[src/rtl/core_mem_pkg.sv]
// Shared types and constants for the core memory arbiter.
package core_mem_pkg;

   localparam int unsigned STATE_W     = 4;
   localparam int unsigned MEM_LAT_MAX = 4;
   localparam int unsigned CNT_W       = $clog2(MEM_LAT_MAX);

   localparam logic SRC_I = 1'b0;
   localparam logic SRC_D = 1'b1;

   typedef enum logic [STATE_W-1:0] {
      ST_IDLE   = 4'b0001,
      ST_ACCESS = 4'b0010,
      ST_WAIT   = 4'b0100,
      ST_RESP   = 4'b1000
   } state_e;

endpackage

[src/rtl/core_mem_pick.sv]
// Winner selection between fetch and data requests.
// CORE_MEM_ARB_RR_EN selects round-robin on conflict; otherwise data has fixed priority.
module core_mem_pick
   import core_mem_pkg::*;
(
   input  logic CLK,
   input  logic RST,
   input  logic i_req,
   input  logic d_req,
   input  logic take,
   output logic src_c
);

`ifdef CORE_MEM_ARB_RR_EN
   logic last_q;

   // Remembers the most recent winner; starts at I so the first conflict goes to D.
   always_ff @(posedge CLK) begin
      if (RST) begin
         last_q <= SRC_I;
      end else if (take) begin
         last_q <= src_c;
      end
   end

   always_comb begin
      src_c = SRC_I;
      if (i_req && d_req) begin
         src_c = (last_q == SRC_I) ? SRC_D : SRC_I;
      end else if (d_req) begin
         src_c = SRC_D;
      end
   end
`else
   logic unused_c;
   assign unused_c = ^{CLK, RST, i_req, take};

   always_comb begin
      src_c = d_req ? SRC_D : SRC_I;
   end
`endif

endmodule

[src/rtl/core_mem_arbiter.sv]
// Shares one single-port synchronous memory between fetch and load/store ports,
// one transaction outstanding. Round-robin conflict resolution under CORE_MEM_ARB_RR_EN.
module core_mem_arbiter
   import core_mem_pkg::*;
#(
   parameter int unsigned ADDR_W  = 32,
   parameter int unsigned DATA_W  = 32,
   parameter int unsigned MEM_LAT = 1
)
(
   input  logic              CLK,
   input  logic              RST,
   input  logic              I_REQ,
   input  logic [ADDR_W-1:0] I_ADDR,
   output logic              I_GNT,
   output logic              I_VALID,
   output logic [DATA_W-1:0] I_RDATA,
   input  logic              D_REQ,
   input  logic              D_WE,
   input  logic [ADDR_W-1:0] D_ADDR,
   input  logic [DATA_W-1:0] D_WDATA,
   output logic              D_GNT,
   output logic              D_VALID,
   output logic [DATA_W-1:0] D_RDATA,
   output logic [ADDR_W-1:0] M_ADDR,
   output logic [DATA_W-1:0] M_WDATA,
   output logic              M_RE,
   output logic              M_WE,
   input  logic [DATA_W-1:0] M_RDATA
);

   if ((MEM_LAT < 1) || (MEM_LAT > MEM_LAT_MAX)) begin : g_lat_chk
      $error("core_mem_arbiter: MEM_LAT must be within 1..4");
   end

   state_e            state_q, state_nxt;
   logic [CNT_W-1:0]  cnt_q, cnt_nxt;
   logic              src_q, src_nxt;
   logic              we_q, we_nxt;
   logic [ADDR_W-1:0] addr_q, addr_nxt;
   logic [DATA_W-1:0] wdata_q, wdata_nxt;
   logic              i_gnt_q, i_gnt_nxt, d_gnt_q, d_gnt_nxt;
   logic              i_valid_q, i_valid_nxt, d_valid_q, d_valid_nxt;
   logic              m_re_q, m_re_nxt, m_we_q, m_we_nxt;
   logic [DATA_W-1:0] i_rdata_q, i_rdata_nxt, d_rdata_q, d_rdata_nxt;
   logic              take_c;
   logic              pick_src_c;

   core_mem_pick u_pick (
      .CLK   (CLK),
      .RST   (RST),
      .i_req (I_REQ),
      .d_req (D_REQ),
      .take  (take_c),
      .src_c (pick_src_c)
   );

   // Next-state and next-output logic; strobes are precomputed so they register into their cycle.
   always_comb begin
      state_nxt   = state_q;
      cnt_nxt     = cnt_q;
      src_nxt     = src_q;
      we_nxt      = we_q;
      addr_nxt    = addr_q;
      wdata_nxt   = wdata_q;
      i_gnt_nxt   = 1'b0;
      d_gnt_nxt   = 1'b0;
      i_valid_nxt = 1'b0;
      d_valid_nxt = 1'b0;
      m_re_nxt    = 1'b0;
      m_we_nxt    = 1'b0;
      i_rdata_nxt = i_rdata_q;
      d_rdata_nxt = d_rdata_q;
      take_c      = 1'b0;

      case (state_q)
         ST_IDLE, ST_RESP: begin
            if (I_REQ || D_REQ) begin
               take_c    = 1'b1;
               src_nxt   = pick_src_c;
               state_nxt = ST_ACCESS;
               if (pick_src_c == SRC_D) begin
                  we_nxt    = D_WE;
                  addr_nxt  = D_ADDR;
                  wdata_nxt = D_WDATA;
                  d_gnt_nxt = 1'b1;
                  m_we_nxt  = D_WE;
                  m_re_nxt  = !D_WE;
               end else begin
                  we_nxt    = 1'b0;
                  addr_nxt  = I_ADDR;
                  wdata_nxt = '0;
                  i_gnt_nxt = 1'b1;
                  m_re_nxt  = 1'b1;
               end
            end else begin
               state_nxt = ST_IDLE;
            end
         end
         ST_ACCESS: begin
            cnt_nxt   = CNT_W'(MEM_LAT - 1);
            state_nxt = ST_WAIT;
         end
         ST_WAIT: begin
            if (cnt_q == '0) begin
               state_nxt = ST_RESP;
               if (src_q == SRC_D) begin
                  d_valid_nxt = 1'b1;
                  d_rdata_nxt = we_q ? '0 : M_RDATA;
               end else begin
                  i_valid_nxt = 1'b1;
                  i_rdata_nxt = M_RDATA;
               end
            end else begin
               cnt_nxt = cnt_q - CNT_W'(1);
            end
         end
         default: begin
            state_nxt = ST_IDLE;
         end
      endcase
   end

   always_ff @(posedge CLK) begin
      if (RST) begin
         state_q   <= ST_IDLE;
         cnt_q     <= '0;
         src_q     <= SRC_I;
         we_q      <= 1'b0;
         addr_q    <= '0;
         wdata_q   <= '0;
         i_gnt_q   <= 1'b0;
         d_gnt_q   <= 1'b0;
         i_valid_q <= 1'b0;
         d_valid_q <= 1'b0;
         m_re_q    <= 1'b0;
         m_we_q    <= 1'b0;
         i_rdata_q <= '0;
         d_rdata_q <= '0;
      end else begin
         state_q   <= state_nxt;
         cnt_q     <= cnt_nxt;
         src_q     <= src_nxt;
         we_q      <= we_nxt;
         addr_q    <= addr_nxt;
         wdata_q   <= wdata_nxt;
         i_gnt_q   <= i_gnt_nxt;
         d_gnt_q   <= d_gnt_nxt;
         i_valid_q <= i_valid_nxt;
         d_valid_q <= d_valid_nxt;
         m_re_q    <= m_re_nxt;
         m_we_q    <= m_we_nxt;
         i_rdata_q <= i_rdata_nxt;
         d_rdata_q <= d_rdata_nxt;
      end
   end

   assign I_GNT   = i_gnt_q;
   assign D_GNT   = d_gnt_q;
   assign I_VALID = i_valid_q;
   assign D_VALID = d_valid_q;
   assign I_RDATA = i_rdata_q;
   assign D_RDATA = d_rdata_q;
   assign M_ADDR  = addr_q;
   assign M_WDATA = wdata_q;
   assign M_RE    = m_re_q;
   assign M_WE    = m_we_q;

endmodule

[config.mk]
export PLATFORM = sky130hd
export DESIGN_NAME = core_mem_arbiter
export DESIGN_NICKNAME = d
export VERILOG_FILES = /design/src/rtl/core_mem_pkg.sv /design/src/rtl/core_mem_pick.sv /design/src/rtl/core_mem_arbiter.sv
export SDC_FILE = /design/constraint.sdc
export NUM_CORES = 1
export LEC_CHECK = 0
export CORE_MARGIN = 5
export CORE_UTILIZATION = 45
export DETAILED_ROUTE_END_ITERATION = 8
export PLACE_DENSITY = 0.93
export SLEW_MARGIN = 0
export SYNTH_ARGS = -nofsm -noshare
export SYNTH_HDL_FRONTEND = slang
export SYNTH_SLANG_ARGS = --single-unit
[constraint.sdc]
create_clock -name CLK -period 2.46 [get_ports CLK]
set_input_delay 0.738 -clock CLK [delete_from_list [all_inputs] [get_ports CLK]]
set_output_delay 0.738 -clock CLK [all_outputs]
set_load 0.02 [all_outputs]
==> impl_metrics.tcl <==
set metrics [dict create \
    portBuffers 266 \
    leakage_nw 3.307 \
    grt_pass1_vias 5336 \
    drc 0 \
    synth_cell_types 37 \
    area_growth_pct 54.00 \
    maxCapViolCount 0 \
    critPathSlowestCell "clkdlybuf4s50_1" \
    coreArea_um2 13190 \
    die_w_um 125.9 \
    path_class "reg -> out" \
    cts_buffers 17 \
    h-tree-depth 4 \
    nFillCells 963 \
    hp-class "reg -> reg" \
    final_common_cell "clkdlybuf4s50_1" \
    finalHoldWorstSlack_ns 0.4698 \
    r2r_cells 4 \
    path_clk_slew_ns 0.06 \
    powerDensity_nw_per_um2 671.7 \
    crit_chain "clkdlybuf4s50_1" \
    worst_pin_slew_ns 0.6559 \
    rsz0062_at_grt "no" \
    r2r-start "state_q[3]" \
    use_met1_pct 26.60 \
    rows 42 \
    root_buffer "clkbuf_16" \
    use_met3_pct 7.663 \
    dp_hpwl_um 12890 \
    worstPathRequired_ns 1.72 \
    post_cts_buffers 0 \
    drive_gt1_share_pct 6.738 \
    cts_tree "done" \
    grt_util_all_layers_pct 22.10 \
    start_util_pct 45.82 \
    max_freq_mhz 459.0 \
    cts_resized 0 \
    skew_ns 0.01107 \
    slowest_delay_ns 0.67 \
    grt_max_degree 73 \
    drv_slew 0 \
    finalSetupTns_ns 0 \
    dr_total_vias 5485 \
    hold_start "D_RDATA[12]" \
    firstDrtPassIters 7 \
    drt_iter0_markers 376 \
    synth_nets 736 \
    total_power_mw 6.251 \
    finalCriticalPeriod_ns 2.179 \
    ys_seq_area_share_pct 47.04 \
    crit_buf_inv 1 \
    crit_family "buffers and inverters" \
    via_per_inst 5.367 \
    postSynthAreaPerCell_um2 10.04 \
    cts_max_path_buffers 2 \
    synth_seq_cells 142 \
    grtUsageMet2_pct 37.40 \
    num_io_pins 267 \
    numClockSinks 142 \
    insertedDiodeCount 0 \
    status "finished clean" \
    crit_path_end_kind "primary output" \
    crit_fanout 2 \
    die_h_um 125.9 \
    rrSetupSlack_ns 0.64 \
    period_share_pct 88.56 \
    holdPathStages 2 \
    busiest_layer "met2" \
    gp_congestion 0.7641 \
    layout_common_cells "clkdlybuf4s50_1, dfxtp_1, nand2b_1, mux2i_1" \
    ys_warn_count 0 \
    ctsHoldBuffers 0 \
    vdd.ir_drop.worst_uv 436.3 \
    finalWirelength_um 18220 \
    r2r-end "M_WDATA[0]" \
    grt_overflow_total 0 \
    crit_path_start_kind "flip-flop" \
    syn_area_um2 6043 \
    synthCells 602 \
    grt_pass1_wl_um 28420 \
    antenna_found_initial 0 \
    insertion_delay_ns 0.42 \
    arrival_ns 1.44 \
    setup_violations 0 \
    ant_nets 0 \
    hold_viol 0 \
    relSlewSlack_pct 56.27 \
    wire_per_inst_um 17.82 \
    min_to "D_RDATA[12]" \
    nets 967 \
    postLayoutCoreUtil_pct 70.56 \
    fp.dieArea_um2 15850 \
]
[cells by family after synthesis]
family	after synthesis	share of synthesized area (%)
simple gates	184	21.28
flops	142	47.04
compound gates	139	14.62
buf+inv	70	5.963
mux	64	10.60
xor+xnor	2	0.2899
fa+ha+maj	1	0.2070
[layout make-up]
| class | instances | area, um^2 | share of cell area (%) |
|---|---|---|---|
| clock buffer | 17 | 425.4 | 4.571 |
| tap | 176 | 220.2 | 2.366 |
| multi-input combinational | 390 | 2872 | 30.86 |
| timing repair buffer | 280 | 2785 | 29.93 |
| inverter | 2 | 7.507 | 0.08067 |
| clock inverter | 15 | 153.9 | 1.654 |
| sequential | 142 | 2843 | 30.55 |
[worst max path at each step]
stage / from / endpoint / slack, ns / cells past startpoint
2_1_floorplan: D_REQ / M_ADDR[1] / 0.56 / 6
3_3_place_gp: I_REQ / M_ADDR[1] / 0.17 / 5
3_5_place_dp: I_REQ / M_ADDR[5] / 0.05 / 5
4_1_cts: M_ADDR[10] / M_ADDR[10] / 0.26 / 1
5_1_grt: M_ADDR[10] / M_ADDR[10] / 0.24 / 1
6_report: M_ADDR[10] / M_ADDR[10] / 0.28 / 1
[routing by layer]
metal / vias to the layer above / wire length [um]
met3: 18 / 1490
met1: 2540 / 7274
li1: 2690 / -
met4: 0 / 251
met5: - / 0
met2: 237 / 9198
[sequential cells by signal (all words and copies together), names as in the netlist, 2 cells and up]
register,count
M_WDATA,32
D_RDATA,32
state_q,4
I_RDATA,32
cnt_q,2
M_ADDR,32
[power by group]
part           total (mW)  internal (mW)  switching, mW
Clock                2.52           1.43           1.09
Combinational        1.21          0.627          0.586
Sequential           2.52           2.44         0.0861
[metrics by stage]
stage	cells	setup slack (ns)	area (um^2)
after global placement	990	0.1662	8727
after detailed placement	990	0.04814	8727
after floorplan	602	0.5602	6043
final	1022	0.2814	9306
after global routing	1022	0.2354	9306
after CTS	1022	0.2601	9306
[cell usage after synthesis (all sizes together)]
cell | number | share of area, %
ha | 1 | 0.21
dfxtp | 142 | 47
o21ai | 33 | 2.7
and4b | 1 | 0.17
a21o | 2 | 0.25
o21a | 1 | 0.12
nand2 | 1 | 0.062
nand4 | 32 | 3.3
xor2 | 2 | 0.29
or4 | 1 | 0.12
o31ai | 1 | 0.12
or3b | 2 | 0.29
nand3b | 1 | 0.12
and3b | 1 | 0.14
nand2b | 65 | 6.7
a21oi | 33 | 2.7
nor3 | 3 | 0.25
inv | 2 | 0.12
or2 | 2 | 0.21
a22o | 33 | 4.8
and2 | 1 | 0.10
nor2 | 4 | 0.25
nor4 | 1 | 0.35
nand4b | 33 | 4.8
nand3 | 1 | 0.083
or3 | 1 | 0.10
buf | 33 | 3.7
nor2b | 1 | 0.10
a31oi | 34 | 3.6
a211oi | 2 | 0.25
nor3b | 33 | 4.1
clkbuf | 35 | 2.2
mux2i | 64 | 11
No activity file was read; power rests on OpenSTA's default activity.
